$ cat config.mk
export PLATFORM = sky130hd
export DESIGN_NAME = divmod_ctrl
export DESIGN_NICKNAME = d
export VERILOG_FILES = /design/src/rtl/divmod_ctrl_pkg.sv /design/src/rtl/divmod_ctrl_bypass_detect.sv /design/src/rtl/divmod_ctrl.sv
export SDC_FILE = /design/constraint.sdc
export NUM_CORES = 1
export LEC_CHECK = 0
export ABC_AREA = 1
export CAP_MARGIN = 20
export CORE_AREA = 2 2 259 261
export CTS_CLUSTER_DIAMETER = 30
export CTS_CLUSTER_SIZE = 14
export DETAILED_ROUTE_END_ITERATION = 7
export DIE_AREA = 0 0 261 263
export PLACE_DENSITY = 0.48
export SYNTH_ARGS = -nofsm -noshare
export SYNTH_HDL_FRONTEND = slang
export SYNTH_SLANG_ARGS = --single-unit
$ cat constraint.sdc
create_clock -name clk -period 13.2 [get_ports clk]
set_input_delay 3.3 -clock clk [delete_from_list [all_inputs] [get_ports clk]]
set_output_delay 3.3 -clock clk [all_outputs]
set_load 0.005 [all_outputs]
$ cat src/rtl/divmod_ctrl_pkg.sv
// Shared types and constants for the divide sequencer and its bypass detector.
package divmod_ctrl_pkg;

   typedef enum logic [1:0] {
      IDLE   = 2'd0,
      LAUNCH = 2'd1,
      WAIT   = 2'd2,
      RESP   = 2'd3
   } div_ctrl_state_e;

   typedef struct packed {
      logic        is64;
      logic        sgn;
      logic [63:0] num;
      logic [63:0] denom;
   } div_req_t;

   typedef struct packed {
      logic [63:0] quot;
      logic [63:0] rem;
      logic        dbz;
      logic        timeout;
   } div_rsp_t;

   localparam logic [31:0] MIN32  = 32'h8000_0000;
   localparam logic [63:0] MIN64  = 64'h8000_0000_0000_0000;
   localparam logic [31:0] ONES32 = 32'hFFFF_FFFF;
   localparam logic [63:0] ONES64 = 64'hFFFF_FFFF_FFFF_FFFF;

   function automatic logic [63:0] zext32(input logic [31:0] v);
      return {32'h0, v};
   endfunction

endpackage

$ cat src/rtl/divmod_ctrl_bypass_detect.sv
// Combinational detection of divide-by-zero and signed MIN/-1 overflow, with the
// architectural results for those cases so no divider needs to be launched.
module divmod_ctrl_bypass_detect
   import divmod_ctrl_pkg::*;
(
   input  logic        is64,
   input  logic        sgn,
   input  logic [63:0] num,
   input  logic [63:0] denom,
   output logic        is_dbz,
   output logic        is_ovf,
   output logic [63:0] quot,
   output logic [63:0] rem
);

   logic signed [31:0] denom32_s;
   logic signed [63:0] denom64_s;

   always_comb begin
      denom32_s = denom[31:0];
      denom64_s = denom;
      is_dbz    = is64 ? (denom == '0) : (denom[31:0] == '0);
      if (is64) begin
         is_ovf = sgn && (num == MIN64) && (denom64_s == -64'sd1);
      end else begin
         is_ovf = sgn && (num[31:0] == MIN32) && (denom32_s == -32'sd1);
      end

      quot = '0;
      rem  = '0;
      if (is_dbz) begin
         quot = is64 ? ONES64 : zext32(ONES32);
         rem  = is64 ? num : zext32(num[31:0]);
      end else if (is_ovf) begin
         // MIN / -1 wraps back to MIN with no remainder
         quot = is64 ? num : zext32(num[31:0]);
      end
   end

endmodule

$ cat src/rtl/divmod_ctrl.sv
// Sequencer between the execute stage and the 32/64-bit non-restoring dividers:
// one command in flight, bypass for dbz/overflow, launch watchdog and flush.
module divmod_ctrl
   import divmod_ctrl_pkg::*;
#(
   parameter int TAG_W          = 4,
   parameter int TIMEOUT_CYCLES = 255
)(
   input  logic              clk,
   input  logic              rst,
   input  logic              flush,
   input  logic              req_valid,
   output logic              req_ready,
   input  logic              req_is64,
   input  logic              req_signed,
   input  logic [63:0]       req_num,
   input  logic [63:0]       req_denom,
   input  logic [TAG_W-1:0]  req_tag,
   output logic              rsp_valid,
   input  logic              rsp_ready,
   output logic [63:0]       rsp_quot,
   output logic [63:0]       rsp_rem,
   output logic [TAG_W-1:0]  rsp_tag,
   output logic              rsp_dbz,
   output logic              rsp_timeout,
   output logic              div32_enable,
   output logic              div32_unsgn_or_sgn,
   output logic [31:0]       div32_num,
   output logic [31:0]       div32_denom,
   input  logic [31:0]       div32_quot,
   input  logic [31:0]       div32_rem,
   input  logic              div32_can_accept_cmd,
   input  logic              div32_data_ready,
   output logic              div64_enable,
   output logic              div64_unsgn_or_sgn,
   output logic [63:0]       div64_num,
   output logic [63:0]       div64_denom,
   input  logic [63:0]       div64_quot,
   input  logic [63:0]       div64_rem,
   input  logic              div64_can_accept_cmd,
   input  logic              div64_data_ready
);

   localparam int              WD_W    = $clog2(TIMEOUT_CYCLES + 1);
   localparam logic [WD_W-1:0] WD_LAST = WD_W'(TIMEOUT_CYCLES - 1);

   div_ctrl_state_e state, state_next;
   div_req_t        req_r;
   logic [WD_W-1:0] wd_cnt;

   logic        bp_dbz, bp_ovf;
   logic [63:0] bp_quot, bp_rem;
   logic        accept, launch, timeout_hit;
   logic        sel_can_accept, sel_data_ready;
   logic [63:0] res_quot, res_rem;

   divmod_ctrl_bypass_detect u_bypass (
      .is64   (req_is64),
      .sgn    (req_signed),
      .num    (req_num),
      .denom  (req_denom),
      .is_dbz (bp_dbz),
      .is_ovf (bp_ovf),
      .quot   (bp_quot),
      .rem    (bp_rem)
   );

   always_comb begin
      sel_can_accept = req_r.is64 ? div64_can_accept_cmd : div32_can_accept_cmd;
      sel_data_ready = req_r.is64 ? div64_data_ready : div32_data_ready;
      res_quot       = req_r.is64 ? div64_quot : zext32(div32_quot);
      res_rem        = req_r.is64 ? div64_rem : zext32(div32_rem);
      req_ready      = (state == IDLE) && !flush;
      accept         = req_valid && req_ready;
      launch         = (state == LAUNCH) && sel_can_accept && !flush;
      timeout_hit    = (wd_cnt == WD_LAST);
      rsp_valid      = (state == RESP) && !flush;
      div32_enable   = launch && !req_r.is64;
      div64_enable   = launch && req_r.is64;
   end

   // Operands are held from acceptance; dividers only look at them in the enable cycle
   assign div32_unsgn_or_sgn = req_r.sgn;
   assign div32_num          = req_r.num[31:0];
   assign div32_denom        = req_r.denom[31:0];
   assign div64_unsgn_or_sgn = req_r.sgn;
   assign div64_num          = req_r.num;
   assign div64_denom        = req_r.denom;

   always_ff @(posedge clk or posedge rst) begin
      if (rst) begin
         state <= IDLE;
      end else begin
         state <= state_next;
      end
   end

   always_comb begin
      state_next = state;
      if (flush) begin
         state_next = IDLE;
      end else begin
         unique case (state)
            IDLE:    if (accept) state_next = (bp_dbz || bp_ovf) ? RESP : LAUNCH;
            LAUNCH:  if (sel_can_accept) state_next = WAIT;
            WAIT:    if (sel_data_ready || timeout_hit) state_next = RESP;
            RESP:    if (rsp_ready) state_next = IDLE;
            default: state_next = IDLE;
         endcase
      end
   end

   always_ff @(posedge clk or posedge rst) begin
      if (rst) begin
         req_r       <= '0;
         wd_cnt      <= '0;
         rsp_quot    <= '0;
         rsp_rem     <= '0;
         rsp_tag     <= '0;
         rsp_dbz     <= 1'b0;
         rsp_timeout <= 1'b0;
      end else if (!flush) begin
         unique case (state)
            IDLE: begin
               if (accept) begin
                  req_r.is64  <= req_is64;
                  req_r.sgn   <= req_signed;
                  req_r.num   <= req_num;
                  req_r.denom <= req_denom;
                  rsp_tag     <= req_tag;
                  rsp_dbz     <= bp_dbz;
                  rsp_timeout <= 1'b0;
                  rsp_quot    <= bp_quot;
                  rsp_rem     <= bp_rem;
               end
            end
            LAUNCH: begin
               if (launch) wd_cnt <= '0;
            end
            WAIT: begin
               // A late result in the same cycle as the deadline still wins
               if (sel_data_ready) begin
                  rsp_quot <= res_quot;
                  rsp_rem  <= res_rem;
               end else if (timeout_hit) begin
                  rsp_timeout <= 1'b1;
                  rsp_quot    <= '0;
                  rsp_rem     <= '0;
               end else begin
                  wd_cnt <= wd_cnt + 1'b1;
               end
            end
            default: ;
         endcase
      end
   end

endmodule

# Word-level counts from Yosys, hierarchy flattened
# Index checks and enable logic that the tools add are counted.
[totals] ff_bits=274 inputBits=335 out_inout_bits=332 word_cells=89
[op_classes] n_addsub=1 eq_ne=18 mux=33 n_bitwise=1 n_reduce_logical=25
[op_table] operator="$mux 64" count=12
[op_table] operator="$pmux 64 s2" count=2
[op_table] operator="$eq 64x1->1 const B" count=1
[op_table] operator="$eq 64x64->1 const B" count=1
[op_table] operator="$logic_not 64->1" count=1
[op_table] operator="$eq 32x1->1 const B" count=1
[op_table] operator="$eq 32x32->1 const B" count=1
[op_table] operator="$logic_not 32->1" count=1
[op_table] operator="$mux 8" count=3
[op_table] operator="$pmux 8 s2" count=1
[op_table] operator="$ne 3x3->1 const B" count=5
[op_table] operator="$mux 2" count=6
[op_table] operator="$logic_and 1x1->1" count=11
[op_table] operator="$ne 2x2->1 const B" count=5
[op_table] operator="$reduce_and 5->1" count=2
[op_table] operator="$add 8x1->8 const B" count=1
[op_table] operator="$eq 8x8->1 const B" count=1
[op_table] operator="$pmux 2 s4" count=1
[op_table] operator="$reduce_and 4->1" count=2
[op_table] operator="$mux 1" count=7
[op_table] operator="$eq 2x2->1 const B" count=2
[op_table] operator="$reduce_bool 2->1" count=2
[op_table] operator="$reduce_and 3->1" count=1
[op_table] operator="$eq 2x1->1 const B" count=1
[op_table] operator="5 further kinds" count=7

# Logic depth before layout (Yosys ltp)
# Gate-level depths: netlist of the first run.
[depth] word_depth=9 mapped_depth=12 mapped_depth_nobuf=12

# Modules after synthesis
# From an unflattened synthesis of the first run, not the netlist that was laid out.
[unflattened] hier_cells=2100 hier_area_um2=16345.7
[by_module_without_submodules] mod="divmod_ctrl" instances=1 cells_per_inst=1733 area_each_um2=14886.8 seq_area_each_um2=6856.6
[by_module_without_submodules] mod="divmod_ctrl_bypass_detect" instances=1 cells_per_inst=367 area_each_um2=1458.9 seq_area_each_um2=0.0

# Least setup slack after synthesis of the first run
# Ideal clock, no wire load.
[synth_timing] path_type="input-to-output" from="in flush" to="out div32_enable" t_arrival_ps=3554 required_time_ps=9900 slack_ps=6346 cell_stages=3 n_path_buf=0 path_cell_list="inv_1 > nand2_1 > nor2_1"
[synth_via] elab_chain_cells=3
[synth_rtl] element="from (decl)" line="divmod_ctrl.sv:11" rtl="input logic flush,"
[synth_rtl] element="$logic_not 1->1"
[synth_rtl] element="$logic_and 1x1->1" line="divmod_ctrl.sv:75" rtl="launch = (state == LAUNCH) && sel_can_accept && !flush;"
[synth_rtl] element="$logic_and 1x1->1" line="divmod_ctrl.sv:78" rtl="div32_enable = launch && !req_r.is64;"
[synth_rtl] element="to (decl)" line="divmod_ctrl.sv:26" rtl="output logic div32_enable,"
# Every way passes these cells.

# Worst setup path after layout of the first run
[layout_timing] from="in flush" to="out div64_enable"
[layout_via] elab_chain_cells=3
[layout_rtl] element="$logic_not 1->1"
[layout_rtl] element="$logic_and 1x1->1" line="divmod_ctrl.sv:75"
[layout_rtl] element="$logic_and 1x1->1" line="divmod_ctrl.sv:79" rtl="div64_enable = launch && req_r.is64;"
[layout_rtl] element="to (decl)" line="divmod_ctrl.sv:34" rtl="output logic div64_enable,"
# Every way passes these cells.

==> results.cfg, run 1 <==
[run_status]
status = finished, final reports clean

[cells_and_area]
final_common_cell = clkdlybuf4s50_1
drive_gt1_share_pct = 10.8
layout.area.seq_um2 = 6860
final_cell_mix = 666 x clkdlybuf4s50_1, 301 x nand2_1, 273 x dfrtp_1
multi_input_area_um2 = 5300
design_area_um2 = 23500
fillerInstances = 6720
final_nets = 2564
syn_to_final_growth_pct = 63.5

[die]
core_region_area_um2 = 65600
rows = 94
io-pin-count = 667
die_area_um2 = 68600
die_x_um = 261
initial_core_util_pct = 21.9
chipHeight_um = 263

[detailed_routing]
dr.pass1.iters = 7
final_antenna_net_count = 0
viasPerCell = 4.30
num_vias = 13600
finalWirelength_um = 61100
drc_errors = 0
wl_per_cell_um = 19.3
drt-initial-drc-count = 686

[sta]
clock.fmax_ghz = 0.125
min_period_ns = 7.97
slew_headroom_pct = 32.6
hold_viol_final = 0
finalSetupViolations = 0
rsz0062_at_grt = false
slew_viol_final = 0
fin_skew_ns = 0.0297
period_share_pct = 60.4
setup_tns_ns = 0
layout_setup_ws_ns = 5.23
worst_pin_slew_ns = 1.01

[job]
drv_cap = 0

[place]
dpl_cell_area_um2 = 20400
portBuffers = 666
place.gp.congestion = 0.830
hpwl_um = 44800
dp_slack_ns = 5.24

[clock_tree]
post-cts-setup-buffers = 0
clock_sinks = 274
cts_tree = done
path_clk_slew_ns = 0.04
cts-buffers-inserted = 87
hold_buffers = 0
insertion_delay_ns = 0.62
clockBufferDepth = 3
postCtsResizedCells = 0
clockRootBuffer = clkbuf_16
htree_levels = 3

[synthesis]
synthDistinctLibCells = 29
netlist_instances = 1743
synth_nets = 2084
ys_warn_count = 0
seq_area_frac_synth_pct = 47.7
yosys_register_bits = 274
syn_avg_cell_area_um2 = 8.25
synth_area_um2 = 14400

[global_route]
grt_use_met1_pct = 20.5
grt-ovfl-total = 0
gr-usage-met2_pct = 29.4
grtUsageTotal_pct = 17.3
grt_antenna_before_repair = 7
grt.busiest_layer = met2
grtUsageMet3_pct = 5.06
grt_pass1_vias = 14100
grt_pass1_wl_um = 89900
grt_max_degree = 97

[worst_setup_path]
crit_chain = clkdlybuf4s50_1, inv_1, nand2_1, nor2_1, clkdlybuf4s50_1
worstPathArrival_ns = 4.67
cpPeakStageDelay_ns = 0.51
regToRegStartpoint = req_r[129]$_DFFE_PP0P_
end_kind = output port
worst_ep_required_time_ns = 9.90
cp_slowest_cell = clkdlybuf4s50_1
path_common_cell = clkdlybuf4s50_1
startpoint_type = input pin
regToRegSetupSlack_ns = 9.22
rr_worst_depth = 10
path_max_fanout = 5
r2r_end = rsp_quot[63]$_DFFE_PP0P_
worstSetupPathType = input pin to output port

[power_and_ir_drop]
sw_frac_of_total_pct = 32.4
p_int_mw = 4.10
p_leak_nw = 10.0
ir_drop_mv = 0.128
clock_power_share_pct = 35.6
netSwitchingPower_mw = 1.97
power_density_nw_per_um2 = 258
power_mw = 6.06
p_seq_share_pct = 26.0
p_comb_share_pct = 38.5

[hold_path]
hold_start = div64_num[55]$_DFFE_PP0P_
holdPathStages = 2
min_to = div64_num[55]$_DFFE_PP0P_
min_path_type = flop to flop
## how the worst max path moves through the flow
stage               startpoint                        endpoint  slack (ns)  cells past startpoint
finish                   flush                    div64_enable        5.23                      5
global route             flush                    div64_enable        5.12                      5
CTS                      flush                    div32_enable        5.22                      5
detailed placement       flush                    div32_enable        5.24                      5
global placement         flush                    div32_enable        5.20                      5
floorplan                  rst  div32_unsgn_or_sgn$_DFFE_PP0P_        2.35                      1
## sequential cells by signal (all words and copies together), names as in the netlist
| name | cells |
|---|---|
| div64_num | 64 |
| rsp_timeout | 1 |
| req_r | 1 |
| wd_cnt | 8 |
| rsp_quot | 64 |
| div64_denom | 64 |
| div32_unsgn_or_sgn | 1 |
| rsp_dbz | 1 |
| rsp_rem | 64 |
| state | 2 |
| rsp_tag | 4 |
## per-stage QoR
step	utilization [%]	std cells	hold slack [ns]
after floorplan	-	1743	0.454
after global placement	31.0	2997	0.470
after detailed placement	31.1	2998	0.473
after CTS	35.8	3160	0.483
after global routing	35.8	3166	0.516
final	35.8	3166	0.479
## cell usage after synthesis
library cell | n | area (um2)
a21oi_1 | 219 | 1100
inv_2 | 2 | 7.51
nor2_2 | 1 | 6.26
buf_4 | 206 | 1550
dfrtp_1 | 274 | 6860
o21ai_1 | 1 | 5.00
nor3_1 | 9 | 45.0
xor2_1 | 4 | 35.0
or2_2 | 1 | 6.26
nor2_1 | 271 | 1020
o221ai_1 | 1 | 8.76
nand2_2 | 1 | 6.26
buf_2 | 19 | 95.1
nand3_1 | 79 | 395
clkinv_1 | 1 | 3.75
clkbuf_1 | 54 | 203
inv_1 | 92 | 345
buf_1 | 9 | 33.8
o21ai_0 | 75 | 375
a31oi_1 | 19 | 119
mux2_2 | 68 | 766
and2_1 | 1 | 6.26
buf_6 | 1 | 11.3
nand2_1 | 302 | 1130
a21oi_2 | 1 | 8.76
nand4_1 | 24 | 150
a41oi_1 | 1 | 8.76
nor2_4 | 1 | 11.3
ha_1 | 6 | 75.1
## power by group through the flow
stage | logic, mW | registers [mW] | clock network, mW
after floorplan | 1.31 | 1.51 | 0
after detailed placement | 2.37 | 1.58 | 0
after global routing | 2.55 | 1.63 | 2.25
after global placement | 2.36 | 1.57 | 0
final | 2.33 | 1.57 | 2.16
after CTS | 2.38 | 1.58 | 2.20
## critical path: cells and delay by family
family / cells / cell delay, ns
buf+inv: 3 / 1.18
simple gates: 2 / 0.19
## cells by family (layout without fill, tap and decap cells)
family          count (synthesis)  in the layout  synth area share [%]
mux                            68             68                  5.33
other cells                     0              6                     0
xor+xnor                        4              4                 0.244
compound gates                317            317                  11.3
fa+ha+maj                       6              6                 0.522
simple gates                  690            690                  19.3
flops                         274            274                  47.7
buf+inv                       384            937                  15.6
## layout make-up
cell class | instances | area share [%]
flip-flops and latches | 274 | 29.2
repair buffers | 680 | 28.9
multi-input cells | 1085 | 22.5
clock buffers | 115 | 10.4
well taps | 864 | 4.60
clock inverters | 47 | 2.75
inverters | 95 | 1.56
diodes | 6 | 0.0639
## metal layers
metal  vias up  routed length (um)
met1      6523               24600
met2       492               30300
met4         2                1950
met5         -                  13
li1       6476                   -
met3       122                4220
(Power assumes the default switching activity.)
==> run 2: changes to the inputs <==
==> constraint.sdc (replaced) <==
create_clock -name clk -period 8.1 [get_ports clk]
set_input_delay 2.025 -clock clk [delete_from_list [all_inputs] [get_ports clk]]
set_output_delay 2.025 -clock clk [all_outputs]
set_load 0.005 [all_outputs]
==> run 2 against run 1 <==
Against the previous run: first-iteration DRC count increased by 18%; via count increased by 0.39%; flip-flop and latch count unchanged.
==> results.cfg, run 2 (synthesized netlist as in run 1, its figures left out) <==
[sta]
setup_tns_ns = 0
worst_pin_slew_ns = 1.25
slew_headroom_pct = 16.9
period_share_pct = 67.5
fin_skew_ns = 0.0143
hold_viol_final = 0
finalSetupViolations = 0
clock.fmax_ghz = 0.183
rsz0062_at_grt = false
slew_viol_final = 0
min_period_ns = 5.47

[hold_path]
min_path_type = flop to flop

[job]
drv_cap = 0

[clock_tree]
hold_buffers = 0
insertion_delay_ns = 0.59
clock_sinks = 274
post-cts-setup-buffers = 0
path_clk_slew_ns = 0.04
cts-buffers-inserted = 86
postCtsResizedCells = 0
cts_tree = done
htree_levels = 3
clockRootBuffer = clkbuf_16
clockBufferDepth = 3

[worst_setup_path]
cp_slowest_cell = clkdlybuf4s50_1
path_common_cell = clkdlybuf4s50_1
end_kind = output port
path_max_fanout = 5
startpoint_type = input pin
worstPathArrival_ns = 3.44
worst_ep_required_time_ns = 6.08
cpPeakStageDelay_ns = 0.52
crit_chain = clkdlybuf4s50_1, inv_1, nand2_1, nor2_1, clkdlybuf4s50_1
worstSetupPathType = input pin to output port

[global_route]
grt_pass1_wl_um = 89300
grtUsageMet3_pct = 4.24
grt_pass1_vias = 14000
grtUsageTotal_pct = 17.2
grt.busiest_layer = met2
gr-usage-met2_pct = 29.2
grt-ovfl-total = 0
grt_antenna_before_repair = 6
grt_use_met1_pct = 20.6
grt_max_degree = 164

[cells_and_area]
final_cells = 3165
final_common_cell = clkdlybuf4s50_1
final_nets = 2565
drive_gt1_share_pct = 10.6
final_cell_mix = 666 x clkdlybuf4s50_1, 301 x nand2_1, 273 x dfrtp_1
syn_to_final_growth_pct = 64.2

[detailed_routing]
dr.pass1.iters = 7
finalWirelength_um = 61000
viasPerCell = 4.32
final_antenna_net_count = 0
num_vias = 13700
drc_errors = 0
wl_per_cell_um = 19.3
drt-initial-drc-count = 811

[place]
hpwl_um = 45200
dp_cells = 3000
place.gp.congestion = 0.847
portBuffers = 666

[die]
die_area_um2 = 68600
io-pin-count = 667
rows = 94
die_x_um = 261
core_region_area_um2 = 65600
chipHeight_um = 263
initial_core_util_pct = 21.9

[power_and_ir_drop]
ir_drop_mv = 0.210
p_leak_nw = 10.1
power_mw = 10.0
power_density_nw_per_um2 = 424

[run_status]
status = finished, final reports clean
## run 2: cell types whose count changed in the layout (fill, tap and decap cells not counted), moves of 2 or more
cell	previous run	this run
bufinv_16	11	18
clkinv_2	19	14
clkbuf_1	12	15
clkinv_4	3	0
clkinv_16	2	0
inv_16	2	0
## run 2: layout make-up
type / count / area [um2]
Fill cell: 6649 / 42000
Sequential cell: 274 / 6860
Timing Repair Buffer: 682 / 6820
Multi-Input combinational cell: 1085 / 5300
Clock buffer: 118 / 2460
Tap cell: 864 / 1080
Clock inverter: 41 / 704
Inverter: 95 / 363
Antenna cell: 6 / 15.0
## run 2: critical path, delay by kind of cell
kind,cells,cell delay [ns]
AND/OR/NAND/NOR,2,0.20
buffers and inverters,3,1.22
## run 2: report_power, final
part | leakage, nW | internal [mW] | switching (mW)
logic | 5.23 | 2.13 | 1.69
registers | 3.31 | 2.08 | 0.474
clock network | 1.54 | 2.67 | 0.975
total | 10.1 | 6.88 | 3.13
## run 2: final timing paths
check / end / slack [ns] / from / cells after the start
min in group asynchronous: div64_num[46]$_DFFE_PP0P_ / 1.68 / rst / 2
max in group asynchronous: rsp_rem[7]$_DFFE_PP0P_ / 4.68 / rst / 4
max reg2reg: rsp_quot[39]$_DFFE_PP0P_ / 4.11 / req_r[129]$_DFFE_PP0P_ / 11
min: div64_num[59]$_DFFE_PP0P_ / 0.48 / div64_num[59]$_DFFE_PP0P_ / 2
max: div64_enable / 2.63 / flush / 5
min reg2reg: div64_num[59]$_DFFE_PP0P_ / 0.48 / div64_num[59]$_DFFE_PP0P_ / 2
## run 2: metal layers
metal / share of wire [%] / vias to the layer above
li1: - / 6484
met1: 41 / 6575
met2: 50 / 503
met3: 6.6 / 104
met4: 3.2 / 2
met5: 0.020 / -
## run 2: metrics by stage
stage          setup slack (ns)  utilization [%]  instance area [um2]  hold WS, ns
5_1_grt                    2.50             36.0                23600        0.511
6_report                   2.63             36.0                23600        0.480
4_1_cts                    2.59             35.9                23600        0.487
3_5_place_dp               2.59             31.1                20400        0.477
2_1_floorplan              2.45                -                14400        0.454
3_3_place_gp               2.60             31.1                20400        0.469
==> run 3: changes to the inputs <==
==> constraint.sdc (replaced) <==
create_clock -name clk -period 5.5 [get_ports clk]
set_input_delay 1.375 -clock clk [delete_from_list [all_inputs] [get_ports clk]]
set_output_delay 1.375 -clock clk [all_outputs]
set_load 0.005 [all_outputs]
==> run 3 against run 2 <==
Against the previous run: die area is the same; flip-flop and latch count is the same; via count shrank 0.19%; critical path depth is the same; largest cell class is now non-clock buffers.
==> results.cfg, run 3 (synthesized netlist as in run 1, its figures left out) <==
[run_status]
status = finished, final reports clean

[global_route]
grtUsageTotal_pct = 17.4
grt_antenna_before_repair = 7
grt-ovfl-total = 0
grt_pass1_vias = 14100
grt_max_degree = 153
grt_pass1_wl_um = 90300

[power_and_ir_drop]
p_seq_share_pct = 26.0
sw_frac_of_total_pct = 32.2
p_comb_share_pct = 38.6
power_density_nw_per_um2 = 617
ir_drop_mv = 0.387
netSwitchingPower_mw = 4.67
p_int_mw = 9.85
clock_power_share_pct = 35.4
p_leak_nw = 10.1

[cells_and_area]
syn_to_final_growth_pct = 63.8
design_area_um2 = 23500
final_nets = 2570
final_common_cell = clkdlybuf4s50_1
drive_gt1_share_pct = 11.1
multi_input_area_um2 = 5300
fillerInstances = 6657
layout.area.seq_um2 = 6860
final_cells = 3170
final_cell_mix = 666 x clkdlybuf4s50_1, 301 x nand2_1, 273 x dfrtp_1

[worst_setup_path]
path_max_fanout = 5
cpPeakStageDelay_ns = 0.52
regToRegStartpoint = req_r[129]$_DFFE_PP0P_
cp_slowest_cell = clkdlybuf4s50_1
crit_chain = clkdlybuf4s50_1, inv_1, nand2_1, nor2_1, clkdlybuf4s50_1
rr_worst_depth = 9
path_common_cell = clkdlybuf4s50_1
r2r_end = rsp_quot[18]$_DFFE_PP0P_
worst_ep_required_time_ns = 4.12
regToRegSetupSlack_ns = 2.16
worstPathArrival_ns = 2.84
startpoint_type = input pin
end_kind = output port
worstSetupPathType = input pin to output port
setup.worst_path.start = flush

[clock_tree]
post-cts-setup-buffers = 0
postCtsResizedCells = 0
insertion_delay_ns = 0.60
cts_tree = done
htree_levels = 3
cts-buffers-inserted = 86
hold_buffers = 0
clockRootBuffer = clkbuf_16
path_clk_slew_ns = 0.04
clockBufferDepth = 3
clock_sinks = 274

[place]
portBuffers = 666
hpwl_um = 45200
place.gp.congestion = 0.856
dp_slack_ns = 1.31
dpl_cell_area_um2 = 20500
dp_cells = 3005

[detailed_routing]
finalWirelength_um = 61200
num_vias = 13600
drt-initial-drc-count = 655
final_antenna_net_count = 0
dr.pass1.iters = 6
wl_per_cell_um = 19.3
drc_errors = 0
viasPerCell = 4.30

[sta]
fin_skew_ns = 0.0224
worst_pin_slew_ns = 0.904
layout_setup_ws_ns = 1.29
hold_viol_final = 0
setup_tns_ns = 0
finalSetupViolations = 0
slew_viol_final = 0
rsz0062_at_grt = false
period_share_pct = 76.6
slew_headroom_pct = 39.7
min_period_ns = 4.21
hold_ws_ns = 0.478
clock.fmax_ghz = 0.237

[die]
io-pin-count = 667
die_x_um = 261
chipHeight_um = 263
die_area_um2 = 68600
rows = 94
initial_core_util_pct = 21.9
core_region_area_um2 = 65600

[hold_path]
min_path_type = flop to flop
hold_start = div64_num[56]$_DFFE_PP0P_
holdPathStages = 2
min_to = div64_num[56]$_DFFE_PP0P_

[job]
drv_cap = 0
## run 3: layer usage
layer	part of all wire [%]	GRT usage (%)	vias to the layer above
met5	0.021	0	-
met1	41	21.0	6588
li1	-	-	6481
met2	50	29.9	477
met3	6.6	4.71	94
met4	2.7	5.71	2
## run 3: through the flow
| stage | utilization (%) | total power, mW |
|---|---|---|
| 6_report | 35.9 | 14.5 |
| 5_1_grt | 35.9 | 15.4 |
| 4_1_cts | 35.9 | 14.8 |
| 3_5_place_dp | 31.2 | 9.48 |
| 3_3_place_gp | 31.2 | 9.39 |
| 2_1_floorplan | - | 6.76 |
## run 3: layout make-up
type | instances | share of cell area (%)
inverters | 95 | 1.54
repair buffers | 687 | 29.2
clock buffers | 115 | 10.5
multi-input cells | 1085 | 22.5
flip-flops and latches | 274 | 29.1
well taps | 864 | 4.59
diodes | 5 | 0.0531
clock inverters | 45 | 2.50
## run 3: worst max path at each step
| stage | end | slack (ns) | cells past startpoint |
|---|---|---|---|
| after global routing | div64_enable | 1.22 | 5 |
| after detailed placement | req_ready | 1.31 | 3 |
| final | div64_enable | 1.29 | 5 |
| after global placement | div64_enable | 1.28 | 5 |
| after CTS | div64_enable | 1.29 | 5 |
| after floorplan | div32_unsgn_or_sgn$_DFFE_PP0P_ | 0.50 | 1 |
## run 3: power by group through the flow
stage | logic, mW | clock network, mW | registers [mW]
final | 5.60 | 5.15 | 3.78
after CTS | 5.71 | 5.25 | 3.79
after global placement | 5.63 | 0 | 3.77
after floorplan | 3.14 | 0 | 3.62
after detailed placement | 5.69 | 0 | 3.79
after global routing | 6.14 | 5.38 | 3.92
## run 3: critical path: cells and delay by family
kind	cells	cell delay (ns)
and+or+nand+nor	2	0.25
buffers and inverters	3	1.20
==> patch 1 (flow settings as in run 2) <==
Add an input register stage for `div32_rem`, without a reset; this delays it by one clock. The other inputs are not delayed to match.
--- a/src/rtl/divmod_ctrl.sv
+++ b/src/rtl/divmod_ctrl.sv
@@ -44,6 +44,12 @@
    localparam int              WD_W    = $clog2(TIMEOUT_CYCLES + 1);
    localparam logic [WD_W-1:0] WD_LAST = WD_W'(TIMEOUT_CYCLES - 1);
 
+   logic [31:0] div32_rem_q;
+
+   always_ff @(posedge clk) begin
+      div32_rem_q <= div32_rem;
+   end
+
    div_ctrl_state_e state, state_next;
    div_req_t        req_r;
    logic [WD_W-1:0] wd_cnt;
@@ -69,7 +75,7 @@
       sel_can_accept = req_r.is64 ? div64_can_accept_cmd : div32_can_accept_cmd;
       sel_data_ready = req_r.is64 ? div64_data_ready : div32_data_ready;
       res_quot       = req_r.is64 ? div64_quot : zext32(div32_quot);
-      res_rem        = req_r.is64 ? div64_rem : zext32(div32_rem);
+      res_rem        = req_r.is64 ? div64_rem : zext32(div32_rem_q);
       req_ready      = (state == IDLE) && !flush;
       accept         = req_valid && req_ready;
       launch         = (state == LAUNCH) && sel_can_accept && !flush;
Function: not settled (the Yosys comparison gave no result); the edit may change what the design does.
==> patch 1 against run 2 <==
- design area is 3.1% higher
- sequential share of layout area is 1.7 points higher
- register-to-register slack better by 0.20 ns
- die area stayed put
- synthesized cell count is 1.8% higher
- total power is 0.84% lower
- via count is 0.94% higher
- routed wire length is 0.58% higher
- synthesized area is 3.8% higher
- setup slack worse by 0.098 ns
- sequential cell count is 32 higher
- largest cell class unchanged
==> patch 1: results (changes against run 2) <==
set qor(outcome) {finished, final reports clean} ;# unchanged
set qor(ir_worst_vdd_v) 0.000179 ;# was 0.000210 V
set qor(cts-buffers-inserted) 94 ;# was 86
set qor(detail_route.wirelength_um) 61400 ;# was 61000 um
set qor(grt_first_pass_wirelength_um) 90900 ;# was 89300 um
set qor(internal-power_uw) 6920 ;# was 6880 uW
set qor(synth.top_cells.by_area) {sky130_fd_sc_hd__dfrtp_1 46%, sky130_fd_sc_hd__buf_4 10%, sky130_fd_sc_hd__nand2_1 7.8%, sky130_fd_sc_hd__a21oi_1 5.7%, sky130_fd_sc_hd__nor2_1 5.6%} ;# was sky130_fd_sc_hd__dfrtp_1 48%, sky130_fd_sc_hd__buf_4 11%, sky130_fd_sc_hd__nand2_1 7.9%, sky130_fd_sc_hd__a21oi_1 7.6%, sky130_fd_sc_hd__nor2_1 7.1%
set qor(global_route.usage.met1_pct) 19.6 ;# was 20.6%
set qor(finalNetCount) 2602 ;# was 2565
set qor(holdCritStartpoint) {div64_denom[56]} ;# was div64_num[59]
set qor(p_leak_uw) 0.0103 ;# was 0.0101 uW
set qor(gp_routability_congestion) 0.826 ;# was 0.847
set qor(final_layout_size_suffix_gt1_share_pct) 10.5 ;# was 10.6%
set qor(crit_path_max_incr_delay_ns) 0.61 ;# was 0.52 ns
set qor(dpl.hpwl_um) 44200 ;# was 45200 um
set qor(globalRouteTotalUtil_pct) 17.5 ;# was 17.2%
set qor(detailed_routing_iterations_pass_1) 5 ;# was 7
set qor(gr-usage-met2_pct) 30.2 ;# was 29.2%
set qor(worst_slew_pin_slew_ns) 0.984 ;# was 1.25 ns
set qor(netlist-cell-type-count) 31 ;# was 29
set qor(drt_iter0_markers) 692 ;# was 811
set qor(synthesis.nets) 2115 ;# was 2084
set qor(synth_async_sr_flop_share_pct) 89.5 ;# was 100%
set qor(cp.arrival_ns) 3.54 ;# was 3.44 ns
set qor(clock_latency_ns) 0.62 ;# was 0.59 ns
set qor(yosysSeqAreaShare_pct) 50.2 ;# was 47.7%
set qor(grt_max_degree) 152 ;# was 164
==> patch 1: cell count changes after synthesis, sizes merged, moves of 3 or more <==
cell           run 2  this run
nor2             273       225
nand2            303       315
dfxtp              0        32
o211ai             0        30
o21ai             76       122
or2                1        30
nand3             79        52
a31oi             19        31
nand4             24        27
mux2              68        28
a21oi            220       171
inv               94       134
==> patch 1: worst reg2reg max path, delay by kind of cell (launching register included) <==
family	cells	cell delay, ns
DFF	1	0.69
buffers and inverters	6	2.17
and+or+nand+nor	3	0.61
AOI/OAI and AO/OA	2	0.23
==> patch 1: path summary, 6_finish.rpt <==
kind                       slack (ns)  depth (start not counted)         endpoint
max in group asynchronous        4.74                          4      rsp_rem[21]
min in group asynchronous        1.93                          3     rsp_quot[42]
min reg2reg                      0.48                          2  div64_denom[56]
max reg2reg                      4.31                         11      rsp_rem[45]
min                              0.48                          2  div64_denom[56]
max                              2.54                          3        req_ready
==> patch 1: area by class of cell <==
class,count,area (um^2),share of cell area [%]
Clock buffer,133,2690,11.0
Timing Repair Buffer,677,6790,27.9
Tap cell,864,1080,4.44
Clock inverter,43,719,2.96
Multi-Input combinational cell,1048,5040,20.7
Sequential cell,306,7500,30.8
Antenna cell,3,7.51,0.0308
Inverter,134,512,2.10
==> patch 1: kinds of logic after synthesis <==
| kind of cell | after synthesis | synth area share (%) |
|---|---|---|
| flops | 306 | 50.2 |
| simple gates | 656 | 18.1 |
| compound gates | 356 | 12.9 |
| buf+inv | 420 | 16.1 |
| fa+ha+maj | 6 | 0.503 |
| mux | 28 | 2.11 |
| xor+xnor | 2 | 0.117 |
==> patch 1: per-layer routing <==
layer,vias up,routed length [um]
met1,6560,23400
li1,6569,-
met2,567,30700
met3,95,5520
met5,-,41
met4,6,1690
==> patch 1: stage by stage <==
step | instances | setup WS (ns)
2_1_floorplan | 1774 | 2.45
3_3_place_gp | 3028 | 2.58
3_5_place_dp | 3028 | 2.54
4_1_cts | 3204 | 2.53
5_1_grt | 3206 | 2.47
6_report | 3208 | 2.54
==> patch 1: power groups by stage <==
| stage | Clock (uW) | Sequential, uW | Combinational, uW |
|---|---|---|---|
| final | 3880 | 2710 | 3340 |
| after global routing | 4070 | 2800 | 3650 |
| after CTS | 3960 | 2720 | 3390 |
| after detailed placement | 0 | 2720 | 3370 |
| after global placement | 0 | 2700 | 3370 |
| after floorplan | 0 | 2590 | 1810 |
==> patch 2 (flow settings as in run 2) <==
Made on the original files. Set the parameter `TIMEOUT_CYCLES` to 510 (it was 255).
--- a/src/rtl/divmod_ctrl.sv
+++ b/src/rtl/divmod_ctrl.sv
@@ -4,7 +4,7 @@
    import divmod_ctrl_pkg::*;
 #(
    parameter int TAG_W          = 4,
-   parameter int TIMEOUT_CYCLES = 255
+   parameter int TIMEOUT_CYCLES = 510
 )(
    input  logic              clk,
    input  logic              rst,
Function: not settled (the Yosys comparison gave no result); the edit may change what the design does.
==> patch 2 against run 2 <==
- synthesized area rose by 1.0%
- design area fell by 0.57%
- first-iteration DRC count fell by 14%
- via count rose by 1.4%
- core utilization fell by 0.20 points
- highest routed layer unchanged
- total power fell by 2.4%
- setup slack improved by 0.048 ns
- synthesized cell count rose by 3.2%
- routed wire length rose by 6.0%
- sequential cell count rose by 1
- largest power group unchanged
- critical path depth did not move
- clock skew rose by 0.013 ns
- final cell count rose by 1.6%
==> patch 2: results (changes against run 2) <==
set qor(fillCellCount) 6693 ;# was 6649
set qor(grt_max_degree) 93 ;# was 164
set qor(final-instance-count-excl-fill) 3215 ;# was 3165
set qor(post_synth_xor_area_fraction_pct) 0.302 ;# was 0.244%
set qor(seq-power_uw) 2590 ;# was 2550 uW
set qor(yosysSeqAreaShare_pct) 47.4 ;# was 47.7%
set qor(final_layout_size_suffix_gt1_share_pct) 9.12 ;# was 10.6%
set qor(worst_r2r_startpoint) {state[1]} ;# was req_r[129]
set qor(cp.arrival_ns) 3.39 ;# was 3.44 ns
set qor(synth.area.mux_share_pct) 3.26 ;# was 5.33%
set qor(utilization_pct) 35.8 ;# was 36.0%
set qor(p_leak_uw) 0.0101 ;# about the same
set qor(finalNetCount) 2618 ;# was 2565
set qor(min_delay_worst_endpoint) {div64_denom[35]} ;# was div64_num[59]
set qor(route.layer.met1.wl_um) 25600 ;# was 24800 um
set qor(drt_iter0_markers) 697 ;# was 811
set qor(synth.top_cells.by_area) {sky130_fd_sc_hd__dfrtp_1 47%, sky130_fd_sc_hd__buf_4 10%, sky130_fd_sc_hd__nand2_1 8.5%, sky130_fd_sc_hd__a21oi_1 7.5%, sky130_fd_sc_hd__nor2_1 6.7%} ;# was sky130_fd_sc_hd__dfrtp_1 48%, sky130_fd_sc_hd__buf_4 11%, sky130_fd_sc_hd__nand2_1 7.9%, sky130_fd_sc_hd__a21oi_1 7.6%, sky130_fd_sc_hd__nor2_1 7.1%
set qor(outcome) {finished, final reports clean} ;# unchanged
set qor(postLayoutSetupSlackWorst_ns) 2.68 ;# was 2.63 ns
set qor(globalRouteTotalUtil_pct) 18.4 ;# was 17.2%
set qor(detailed_route_wirelength_on_metal2_um) 32300 ;# was 30200 um
set qor(placed_cell_area_mm2) 0.0205 ;# was 0.0204 mm^2
set qor(grt_first_pass_wirelength_um) 94100 ;# was 89300 um
set qor(detail_route.wirelength_um) 64600 ;# was 61000 um
set qor(dpl.hpwl_um) 48000 ;# was 45200 um
set qor(p_per_area_mw_per_mm2) 416 ;# was 424 mW/mm^2
set qor(antenna_violations_before_repair) 11 ;# was 6
set qor(r2r_slack_ns) 4.08 ;# was 4.11 ns
set qor(route.met3.wl_um) 5040 ;# was 4000 um
set qor(clock_latency_ns) 0.61 ;# was 0.59 ns
patch 2: cell count changes after synthesis, sizes merged, moves of 2 or more:
cell / delta
o21ai: +29
inv: +27
mux2: -26
nand2: +26
nor2: -13
nand4: +5
buf: +4
nor3: +2
patch 2: layout make-up:
class / instances / area [um^2] / share of cell area (%)
flip-flops and latches: 275 / 6880 / 29.3
repair buffers: 684 / 6820 / 29.1
multi-input cells: 1107 / 5250 / 22.4
clock buffers: 125 / 2500 / 10.7
well taps: 864 / 1080 / 4.61
inverters: 122 / 464 / 1.98
clock inverters: 33 / 458 / 1.95
diodes: 5 / 12.5 / 0.0533
patch 2: routing by layer:
metal,vias to the layer above,track usage (%)
met5,-,0
met1,6617,21.4
met3,103,6.03
met2,527,31.7
li1,6611,-
met4,8,5.88
patch 2: worst max-delay path, delay by kind of cell:
family | cells | cell delay [ns]
buf+inv | 3 | 1.19
simple gates | 2 | 0.18
